## config.mk

```make
export PLATFORM = sky130hd
export DESIGN_NAME = alu_seq_flat
export DESIGN_NICKNAME = d
export VERILOG_FILES = /design/src/rtl/alu_seq_pkg.sv /design/src/rtl/alu_seq_if.sv /design/src/rtl/alu_seq_mul.sv /design/src/rtl/alu_seq.sv /design/src/flat_wrapper.sv
export SDC_FILE = /design/constraint.sdc
export NUM_CORES = 1
export LEC_CHECK = 0
export ABC_AREA = 1
export CORE_ASPECT_RATIO = 1.75
export CORE_MARGIN = 4
export CORE_UTILIZATION = 57
export CTS_CLUSTER_SIZE = 10
export DETAILED_ROUTE_END_ITERATION = 10
export PLACE_DENSITY = 0.94
export SYNTH_ARGS = -nofsm -noshare
export SYNTH_HDL_FRONTEND = slang
export SYNTH_SLANG_ARGS = --single-unit
export TNS_END_PERCENT = 1
```

## constraint.sdc

```tcl
create_clock -name Clk -period 2.65 [get_ports Clk]
set_input_delay 0.53 -clock Clk [delete_from_list [all_inputs] [get_ports Clk]]
set_output_delay 0.53 -clock Clk [all_outputs]
set_load 0.1 [all_outputs]
```

## src/rtl/alu_seq_pkg.sv

```systemverilog
// alu_seq_pkg: shared definitions for the registered, handshaked ALU.
//   op_mne      - opcode mnemonics (5-bit encoding), including SUB, SHLV,
//                 SHRV and MUL.
//   alu_state_t - FSM state type, with IDLE/BUSY/DONE state constants.
// Optional feature macro used by the ALU: ALU_MUL_EN.
package alu_seq_pkg;

  localparam int OPS_W = 5;

  typedef enum logic [OPS_W-1:0] {
    ADD    = 5'd0,
    SUB    = 5'd1,
    CMP    = 5'd2,
    CMP_LS = 5'd3,
    AND    = 5'd4,
    ORR    = 5'd5,
    XOR_B  = 5'd6,
    XOR_G  = 5'd7,
    SHL    = 5'd8,
    SHR    = 5'd9,
    SHLV   = 5'd10,
    SHRV   = 5'd11,
    MUL    = 5'd12
  } op_mne;

  typedef logic [1:0] alu_state_t;

  localparam logic [1:0] IDLE = 2'd0;
  localparam logic [1:0] BUSY = 2'd1;
  localparam logic [1:0] DONE = 2'd2;

endpackage

```

## src/rtl/alu_seq_if.sv

```systemverilog
// alu_seq_if: operand/result handshake bundle for alu_seq.
//   master modport: producer/consumer side (drives operands, OutReady).
//   slave modport : ALU side (drives InReady, result and flags).
// Signals: InValid/InReady, InputA, InputB, OP, OutValid/OutReady,
//          Out, Zero, Carry, Err.
interface alu_seq_if #(
  parameter int W   = 8,
  parameter int Ops = 5
);
  logic           InValid;
  logic           InReady;
  logic [W-1:0]   InputA;
  logic [W-1:0]   InputB;
  logic [Ops-1:0] OP;
  logic           OutValid;
  logic           OutReady;
  logic [W-1:0]   Out;
  logic           Zero;
  logic           Carry;
  logic           Err;

  modport master (
    output InValid, InputA, InputB, OP, OutReady,
    input  InReady, OutValid, Out, Zero, Carry, Err
  );

  modport slave (
    input  InValid, InputA, InputB, OP, OutReady,
    output InReady, OutValid, Out, Zero, Carry, Err
  );
endinterface

```

## src/rtl/alu_seq_mul.sv

```systemverilog
// shift_add_mul: iterative unsigned W x W multiplier, one multiplier bit
// per cycle.
// Ports:
//   clk, rst  - clock, synchronous active-high reset (aborts a product)
//   i_start   - load operands and begin (ignored rows: none, restarts)
//   i_a, i_b  - multiplicand, multiplier
//   o_done    - one-cycle pulse once the W-th iteration has completed
//   o_prod    - 2W-bit product, valid while o_done is high
module shift_add_mul #(
  parameter int W = 8
) (
  input  logic           clk,
  input  logic           rst,
  input  logic           i_start,
  input  logic [W-1:0]   i_a,
  input  logic [W-1:0]   i_b,
  output logic           o_done,
  output logic [2*W-1:0] o_prod
);
  localparam int CW = (W > 1) ? $clog2(W) : 1;

  logic           r_busy;
  logic           r_done;
  logic [CW-1:0]  r_cnt;
  logic [2*W-1:0] r_mcand;
  logic [W-1:0]   r_mplier;
  logic [2*W-1:0] r_acc;

  // Control: busy/done/counter are reset so an aborted product never
  // produces a late done pulse.
  always_ff @(posedge clk) begin
    if (rst) begin
      r_busy <= 1'b0;
      r_done <= 1'b0;
      r_cnt  <= '0;
    end else begin
      r_done <= 1'b0;
      if (i_start) begin
        r_busy <= 1'b1;
        r_cnt  <= '0;
      end else if (r_busy) begin
        r_cnt <= r_cnt + 1'b1;
        if (r_cnt == CW'(W-1)) begin
          r_busy <= 1'b0;
          r_done <= 1'b1;
        end
      end
    end
  end

  // Datapath: shift-and-add, LSB of the multiplier first.
  always_ff @(posedge clk) begin
    if (i_start) begin
      r_acc    <= '0;
      r_mcand  <= {{W{1'b0}}, i_a};
      r_mplier <= i_b;
    end else if (r_busy) begin
      if (r_mplier[0]) r_acc <= r_acc + r_mcand;
      r_mcand  <= r_mcand << 1;
      r_mplier <= r_mplier >> 1;
    end
  end

  assign o_done = r_done;
  assign o_prod = r_acc;

endmodule

```

## src/rtl/alu_seq.sv

```systemverilog
// alu_seq: registered, valid/ready handshaked ALU with carry and error flags.
// Single-cycle ops land in DONE the cycle after accept; MUL (only when the
// ALU_MUL_EN macro is defined) runs through the iterative shift_add_mul and
// completes W+1 cycles after accept. Without ALU_MUL_EN, MUL is illegal.
// Ports:
//   Clk   - rising-edge clock
//   Reset - synchronous, active-high reset
//   bus   - alu_seq_if.slave: InValid/InReady, InputA, InputB, OP,
//           OutValid/OutReady, Out, Zero, Carry, Err
module alu_seq
  import alu_seq_pkg::*;
#(
  parameter int W   = 8,
  parameter int Ops = 5,
  parameter int SW  = $clog2(W)
) (
  input  logic      Clk,
  input  logic      Reset,
  alu_seq_if.slave  bus
);

  alu_state_t     r_state;
  logic [W-1:0]   r_out;
  logic           r_zero;
  logic           r_carry;
  logic           r_err;

  logic           w_in_ready;
  logic           w_accept;
  logic           w_is_mul;
  logic [W-1:0]   w_res;
  logic           w_carry;
  logic           w_err;
  logic [SW-1:0]  w_amt;
  logic           w_mul_done;
  logic [2*W-1:0] w_mul_prod;

  // The only combinational input-to-output path: a held result may be
  // retired and replaced in the same cycle.
  assign w_in_ready = (r_state == IDLE) || ((r_state == DONE) && bus.OutReady);
  assign w_accept   = bus.InValid && w_in_ready;
  assign w_amt      = bus.InputB[SW-1:0];

`ifdef ALU_MUL_EN
  assign w_is_mul = (bus.OP == Ops'(MUL));

  shift_add_mul #(.W(W)) u_mul (
    .clk     (Clk),
    .rst     (Reset),
    .i_start (w_accept && w_is_mul),
    .i_a     (bus.InputA),
    .i_b     (bus.InputB),
    .o_done  (w_mul_done),
    .o_prod  (w_mul_prod)
  );
`else
  assign w_is_mul   = 1'b0;
  assign w_mul_done = 1'b0;
  assign w_mul_prod = '0;
`endif

  // Single-cycle result, computed from the live operands and captured only
  // on accept.
  always_comb begin
    w_res   = '0;
    w_carry = 1'b0;
    w_err   = 1'b0;
    case (bus.OP)
      Ops'(ADD):    {w_carry, w_res} = {1'b0, bus.InputA} + {1'b0, bus.InputB};
      // Bit W of the widened difference is the borrow.
      Ops'(SUB):    {w_carry, w_res} = {1'b0, bus.InputA} - {1'b0, bus.InputB};
      Ops'(CMP):    w_res = {{(W-1){1'b0}}, (bus.InputA == bus.InputB)};
      Ops'(CMP_LS): w_res = {{(W-1){1'b0}}, (bus.InputA < bus.InputB)};
      Ops'(AND):    w_res = bus.InputA & bus.InputB;
      Ops'(ORR):    w_res = bus.InputA | bus.InputB;
      Ops'(XOR_B):  w_res = bus.InputA ^ bus.InputB;
      Ops'(XOR_G):  w_res = {{(W-1){1'b0}}, ^bus.InputA};
      Ops'(SHL):    {w_carry, w_res} = {bus.InputA, 1'b0};
      Ops'(SHR):    {w_res, w_carry} = {1'b0, bus.InputA};
      // A guard bit beside the operand catches the last bit shifted out;
      // it stays 0 for a zero amount.
      Ops'(SHLV):   {w_carry, w_res} = {1'b0, bus.InputA} << w_amt;
      Ops'(SHRV):   {w_res, w_carry} = {bus.InputA, 1'b0} >> w_amt;
      default:      w_err = 1'b1;
    endcase
  end

  always_ff @(posedge Clk) begin
    if (Reset) begin
      r_state <= IDLE;
      r_out   <= '0;
      r_zero  <= 1'b1;
      r_carry <= 1'b0;
      r_err   <= 1'b0;
    end else begin
      case (r_state)
        IDLE, DONE: begin
          if (w_accept) begin
            if (w_is_mul) begin
              r_state <= BUSY;
            end else begin
              r_state <= DONE;
              r_out   <= w_res;
              r_zero  <= ~|w_res;
              r_carry <= w_carry;
              r_err   <= w_err;
            end
          end else if (r_state == DONE && bus.OutReady) begin
            r_state <= IDLE;
          end
        end
        BUSY: begin
          if (w_mul_done) begin
            r_state <= DONE;
            r_out   <= w_mul_prod[W-1:0];
            r_zero  <= ~|w_mul_prod[W-1:0];
            r_carry <= |w_mul_prod[2*W-1:W];
            r_err   <= 1'b0;
          end
        end
        default: r_state <= IDLE;
      endcase
    end
  end

  assign bus.InReady  = w_in_ready;
  assign bus.OutValid = (r_state == DONE);
  assign bus.Out      = r_out;
  assign bus.Zero     = r_zero;
  assign bus.Carry    = r_carry;
  assign bus.Err      = r_err;

`ifdef __ICARUS__
  // Waveform aid: opcode shown as its mnemonic.
  op_mne w_op_mnemonic;
  assign w_op_mnemonic = op_mne'(bus.OP);
`endif

endmodule

```

## src/flat_wrapper.sv

```systemverilog
// flat-port wrapper written by rule: the top's interface ports become plain ports
module alu_seq_flat import alu_seq_pkg::*;
#(
  parameter int W   = 8,
  parameter int Ops = 5,
  parameter int SW  = $clog2(W)
)
  (Clk, Reset, bus_InValid, bus_InputA, bus_InputB, bus_OP, bus_OutReady, bus_InReady, bus_OutValid, bus_Out, bus_Zero, bus_Carry, bus_Err);
  alu_seq_if #(.W(W), .Ops(Ops)) bus_i ();
  input  logic Clk;
  input  logic Reset;
  input wire logic [$bits(bus_i.InValid)-1:0] bus_InValid;
  input wire logic [$bits(bus_i.InputA)-1:0] bus_InputA;
  input wire logic [$bits(bus_i.InputB)-1:0] bus_InputB;
  input wire logic [$bits(bus_i.OP)-1:0] bus_OP;
  input wire logic [$bits(bus_i.OutReady)-1:0] bus_OutReady;
  output wire logic [$bits(bus_i.InReady)-1:0] bus_InReady;
  output wire logic [$bits(bus_i.OutValid)-1:0] bus_OutValid;
  output wire logic [$bits(bus_i.Out)-1:0] bus_Out;
  output wire logic [$bits(bus_i.Zero)-1:0] bus_Zero;
  output wire logic [$bits(bus_i.Carry)-1:0] bus_Carry;
  output wire logic [$bits(bus_i.Err)-1:0] bus_Err;
  assign bus_i.InValid = bus_InValid;
  assign bus_i.InputA = bus_InputA;
  assign bus_i.InputB = bus_InputB;
  assign bus_i.OP = bus_OP;
  assign bus_i.OutReady = bus_OutReady;
  assign bus_InReady = bus_i.InReady;
  assign bus_OutValid = bus_i.OutValid;
  assign bus_Out = bus_i.Out;
  assign bus_Zero = bus_i.Zero;
  assign bus_Carry = bus_i.Carry;
  assign bus_Err = bus_i.Err;
  alu_seq #(.W(W), .Ops(Ops), .SW(SW)) u_core (.Clk(Clk), .Reset(Reset), .bus(bus_i));
endmodule
```

==> results of run 1 <==
[routing by layer]
layer  up-vias  track usage  wire length [um]
li1       1756            -                 -
met1      1614       0.3690              3178
met2       290       0.5808              4693
met3       109      0.03670               870
met4         0       0.2253               902
met5         -            0                 0
[cell type report]
cell class	count	area, sq um	area share
Clock buffer	4	55.05	0.01642
Inverter	66	247.7	0.07391
Multi-Input combinational cell	418	2122	0.6331
Sequential cell	12	240.2	0.07167
Tap cell	51	63.81	0.01904
Timing Repair Buffer	73	623.1	0.1859
[flip-flops by register name (all words and copies together), names as in the netlist]
| name | count |
|---|---|
| u_core.bus.Carry | 1 |
| u_core.bus.Err | 1 |
| u_core.bus.Out | 8 |
| u_core.bus.Zero | 1 |
| u_core.r_state | 1 |
[logic make-up after synthesis]
logic type / count (synthesis)
adders and majority gates: 28
xor gates and xnor gates: 2
buffers and inverters: 81
DFF: 12
AOI/OAI and AO/OA: 57
and+or+nand+nor: 331
[per-stage QoR]
stage          area, sq um  std cells  setup WS (ps)  TNS, ps
2_1_floorplan         2693        511          180.6        0
3_3_place_gp          3289        620          55.24        0
3_5_place_dp          3289        620         -53.64   -53.64
4_1_cts               3344        624          183.0        0
5_1_grt               3352        624         -7.261   -7.261
6_report              3352        624          158.5        0
[worst max path at each step]
stage | from | end | slack (ps) | cells after the start
after floorplan | u_core.r_state[1] | u_core.bus.Err | 180 | 6
after global placement | bus_InputA[0] | u_core.bus.Zero | 60 | 17
after detailed placement | bus_InputA[0] | u_core.bus.Zero | -50 | 14
after CTS | bus_InputA[0] | u_core.bus.Zero | 180 | 14
after global routing | bus_InputB[2] | u_core.bus.Zero | -7 | 16
final | bus_InputA[2] | u_core.bus.Zero | 160 | 14
[timing repair]
action | CTS | global route
gates resized for setup | 0 | 4
hold buffers | 0 | 0
setup endpoints to repair | 0 | 1
[worst max-delay path, cell delays in order]
cell and delay (ps):
clkdlybuf4s50_1 510, inv_1 70, ha_1 360, buf_4 200, nand3_1 110, nand2_1 150
nand2_1 70, nand3_1 70, nand3_1 130, nor2_1 200, nand2_1 80, nor2_1 80
nand3_1 70, nand2_1 70
[cells in the final DEF (no fill, tap or decap), drive strengths merged]
| cell type | count |
|---|---|
| nor3 | 3 |
| nor2 | 77 |
| o211ai | 3 |
| nand4 | 10 |
| inv | 66 |
| ha | 26 |
| buf | 49 |
| and2 | 2 |
| a21o | 1 |
| xnor2 | 1 |
| clkdlybuf4s50 | 23 |
| a21oi | 23 |
| a21boi | 1 |
| o211a | 1 |
| o21ai | 27 |
| nand3b | 3 |
| nand2 | 173 |
| or2 | 1 |
| clkbuf | 4 |
| xor2 | 1 |
| a31oi | 1 |
| fa | 2 |
| dlymetal6s2s | 1 |
| dfxtp | 12 |
| nand3 | 62 |
[power groups by stage]
stage	clock, W	sequential, W	combinational [W]
2_1_floorplan	0	0.000303	0.000288
3_3_place_gp	0	0.000205	0.000574
3_5_place_dp	0	0.000205	0.000588
4_1_cts	0.000197	0.000202	0.000591
5_1_grt	0.000214	0.000203	0.000657
6_report	0.000203	0.000202	0.000608
==> results_dict.tcl, run 1 <==
set metrics [dict create \
    yosys_warnings 0 \
    async_flop_share 0 \
    holdWs_ps 484.0 \
    synth-adder-area-share 0.1358 \
    synth_edf_count 0 \
    synth_area_sq_um 2690 \
    ant_nets 0 \
    worst_pin_slew_ps 440.7 \
    period_needed_ps 2492 \
    drcViolationCount 0 \
    yosys.area_share.simple 0.5307 \
    min-delay-start "u_core.bus.Carry" \
    grt_max_degree 20 \
    critPathMaxFanout 7 \
    core-area_sq_um 4484 \
    ir_drop_mv 0.4148 \
    reg2regPathDepth 7 \
    finalWirelength_um 9645 \
    syn_inst 511 \
    cts_tree "yes" \
    yosysTopAreaCell "nand2_1" \
    clock_latency_ps 250 \
    power_frac_seq 0.200 \
    rrSetupSlack_ps 1190 \
    p_int_w 0.0005293 \
    fp.dieH_um 98.88 \
    gp_congestion 1.056 \
    hpwl_um 7756 \
    clock_sinks 12 \
    syn_nets 564 \
    reg2reg_to "u_core.bus.Zero" \
    outcome "finished, final reports clean" \
    synth_top_area_frac 0.2358 \
    synth.area.mux_share 0 \
    synth_cell_types 33 \
    synthMostInstantiatedCell "nand2_1" \
    synth_top_family_by_area "simple AND/OR/NAND/NOR gates" \
    cp.required_ps 2840 \
    antenna_cells 0 \
    hold_path_class "reg -> reg" \
    setup_viol 0 \
    drive_gt1_frac 0.1361 \
    grt_pass1_vias 3519 \
    p_comb_frac 0.600 \
    synth.top_cells.by_count "nand2_1, nor2_1, nand3_1" \
    power_w 0.001013 \
    finalCoreUtilization 0.7475 \
    cts_buffer_depth 2 \
    fin_crit_sh 0.9402 \
    wl_per_cell_um 15.46 \
    syn_to_final_growth_pct 24.60 \
    switching_power_w 0.0004838 \
    path_clk_slew_ps 60 \
    synth_compound_area_frac 0.1130 \
    r2r-start "u_core.r_state[1]" \
    avgSynthCellArea_sq_um 5.264 \
    slew_viol_final 0 \
    min_to "u_core.bus.Carry" \
    via_per_inst 6.040 \
    worstPathArrival_ps 2680 \
    finalHoldViolCount 0 \
    die_area_sq_um 5926 \
    grt.total_usage 0.3378 \
    clkPwrFrac 0.200 \
    ios 38 \
    synth-main-ff-cell "dfxtp_1" \
    grt_antenna_before_repair 0 \
    crit_path_end_kind "flip-flop" \
    skew_ps 5.195 \
    drtPass1Iterations 8 \
    root_buffer "clkbuf_8" \
    rows 32 \
    drt_iter0_markers 385 \
    seq_area_frac_synth 0.08930 \
    yosys-top-cells-area "nand2_1, ha_1, nand3_1" \
    start_util 0.5999 \
    postCtsSetupBuffers 0 \
    hold_path_depth 2 \
    leakagePower_nw 1.873 \
    criticalPathCategory "in -> reg" \
    start_kind "primary input" \
    fillers 392 \
    htreeDepth 1 \
    grt-ovfl-total 0 \
    p_per_area_nw_per_um2 302.2 \
    grt_pass1_wl_um 15830 \
    final_nets 627 \
    synth-seq-cells 12 \
    maxSlewHeadroom 0.7059 \
    cts_made_buffers 3 \
    p_sw_frac 0.4776 \
    die_w_um 59.93 \
    vias 3769 \
    maxCapViolCount 0 \
    synth_xor_area_frac 0.006512 \
    clock.fmax_mhz 401.4 \
    port_buffers 37 \
]
(Power assumes the default switching activity.)
==> inputs of run 2 (changes only) <==
Settings changed: CORE_ASPECT_RATIO 1.75 to 1.5, GPL_TIMING_DRIVEN from default to 0.
==> run 2 against run 1 <==
  * Non-clock buffer count is 19 lower
  * Sequential share of layout area rose by 0.20 points
  * Sequential power hardly changed
  * Critical path type unchanged
  * Critical endpoint unchanged
==> results_dict.tcl, run 2 (synthesis gave the netlist of run 1 again) <==
set metrics [dict create \
    root_buffer "clkbuf_8" \
    leakagePower_nw 1.795 \
    ir_drop_mv 0.1835 \
    cts_made_buffers 3 \
    hold_path_class "reg -> reg" \
    wl_per_cell_um 14.52 \
    min_to "u_core.bus.Carry" \
    grt.total_usage 0.3023 \
    start_util 0.5923 \
    vias 3412 \
    htreeDepth 1 \
    clock_latency_ps 240 \
    drtPass1Iterations 5 \
    maxCapViolCount 0 \
    p_int_w 0.0005052 \
    grt_pass1_vias 3153 \
    hpwl_um 7144 \
    final_cell_mix "nand2_1, nor2_1, nand3_1, inv_1, clkdlybuf4s50_1" \
    clock.fmax_mhz 393.2 \
    start_kind "primary input" \
    dp_cells 612 \
    rows 30 \
    p_sw_frac 0.4821 \
    antenna_cells 0 \
    critPathMaxFanout 8 \
    drive_gt1_frac 0.09567 \
    grt_antenna_before_repair 0 \
    place_ws_ps -600.3 \
    fin_tns_setup_ps 0 \
    largest_reg_flops 8 \
    finalWirelength_um 8974 \
    core-area_sq_um 4542 \
    cts_hold_buf 0 \
    worst_path_most_repeated_cell "nand2_1" \
    finalNonFillerCells 618 \
    skew_ps 4.085 \
    reg2regPathDepth 6 \
    final_nets 608 \
    final_common_cell "nand2_1" \
    ant_nets 0 \
    gp_congestion 0.9411 \
    p_comb_frac 0.588 \
    reg2reg_to "u_core.bus.Carry" \
    outcome "finished, final reports clean" \
    clkPwrFrac 0.205 \
    p_per_area_nw_per_um2 299.0 \
    fin_crit_sh 0.9598 \
    ios 38 \
    drt_iter0_markers 302 \
    slowest_delay_ps 500 \
    crit_chain "clkdlybuf4s50_1, buf_2, inv_1, ha_1, nor2_1, nand2_1, nor2_1, nand2_1, nand2_1, nor2_1, nand3_1, nor2_2, nand2_1, nor2_2, nand3_1, nand2_1" \
    hold_path_depth 2 \
    die_w_um 64.09 \
    power_frac_seq 0.207 \
    cp_top_family "simple AND/OR/NAND/NOR gates" \
    period_needed_ps 2543 \
    rrSetupSlack_ps 1160 \
    clock_sinks 12 \
    switching_power_w 0.0004703 \
    port_buffers 37 \
    worstPathArrival_ps 2740 \
    criticalPathCategory "in -> reg" \
    worst_path_max_delay_cell "clkdlybuf4s50_1" \
    maxSlewHeadroom 0.3439 \
    syn_to_final_growth_pct 21.26 \
    grt_pass1_wl_um 14450 \
    die_area_sq_um 5905 \
    setup_viol 0 \
    cp_num_buf_inv 3 \
    finalHoldViolCount 0 \
    via_per_inst 5.521 \
    slew_viol_final 0 \
    min-delay-start "u_core.bus.Carry" \
    rsz0062_at_grt "false" \
    cts_buffer_depth 2 \
    grt-ovfl-total 0 \
    drcViolationCount 0 \
    grt_max_degree 13 \
    crit_path_end_kind "flip-flop" \
    cp.required_ps 2840 \
    cts_tree "yes" \
    worst_pin_slew_ps 981.1 \
    fp.dieH_um 92.14 \
    path_clk_slew_ps 50 \
    critPathLaunch "bus_InputA[7]" \
    fin_ws_ps 106.5 \
    finalCoreUtilization 0.7182 \
    r2r-start "u_core.r_state[1]" \
]
-- run 2: worst max path at each step --
stage / to / slack, ps / depth (start not counted)
after floorplan: u_core.bus.Err / 180 / 6
after global placement: u_core.bus.Zero / -590 / 17
after detailed placement: u_core.bus.Zero / -600 / 17
after CTS: u_core.bus.Zero / -70 / 15
after global routing: u_core.bus.Zero / 2 / 17
final: u_core.bus.Zero / 110 / 16
-- run 2: repair_timing --
action | 4_1_cts | 5_1_grt
resized for setup | 16 | 12
buffers inserted | 1 | 2
hold endpoints to repair | 0 | 0
endpoints found under the setup margin | 9 | 7
-- run 2: cell type report --
class	instances	area (sq um)
sequential	12	240.2
fill	413	1280
tap	64	80.08
timing repair buffer	40	395.4
buffer	14	101.3
inverter	66	247.7
multi-input combinational	418	2142
clock buffer	4	55.05
-- run 2: per-layer routing --
layer,up-vias,GRT usage,part of all wire
met3,44,0.02696,0.057
met1,1506,0.3504,0.39
met5,-,0,0
met2,161,0.5324,0.50
met4,0,0.1693,0.059
li1,1701,-,-
-- run 2: worst register-to-register path, cell delays in order (launching register included) --
cell      delay (ps)
dfxtp_1          320
nand2_2           80
nand2_1          130
inv_1            220
clkbuf_1         380
o21ai_0          160
a21oi_1          140
-- run 2: stage by stage --
| stage | total power, W | instance area (sq um) | hold WS (ps) |
|---|---|---|---|
| after floorplan | 0.0005913 | 2693 | 599.1 |
| after global placement | 0.0007444 | 3143 | 452.4 |
| after detailed placement | 0.0007543 | 3143 | 457.9 |
| after CTS | 0.0009599 | 3228 | 475.0 |
| after global routing | 0.001035 | 3262 | 505.2 |
| final | 0.0009755 | 3262 | 471.4 |
-- run 2: power by group through the flow --
stage | Combinational [W] | Clock, W | Sequential (W)
after floorplan | 0.000288 | 0 | 0.000303
after global placement | 0.000540 | 0 | 0.000204
after detailed placement | 0.000549 | 0 | 0.000205
after CTS | 0.000561 | 0.000198 | 0.000202
after global routing | 0.000624 | 0.000206 | 0.000204
final | 0.000574 | 0.000200 | 0.000202
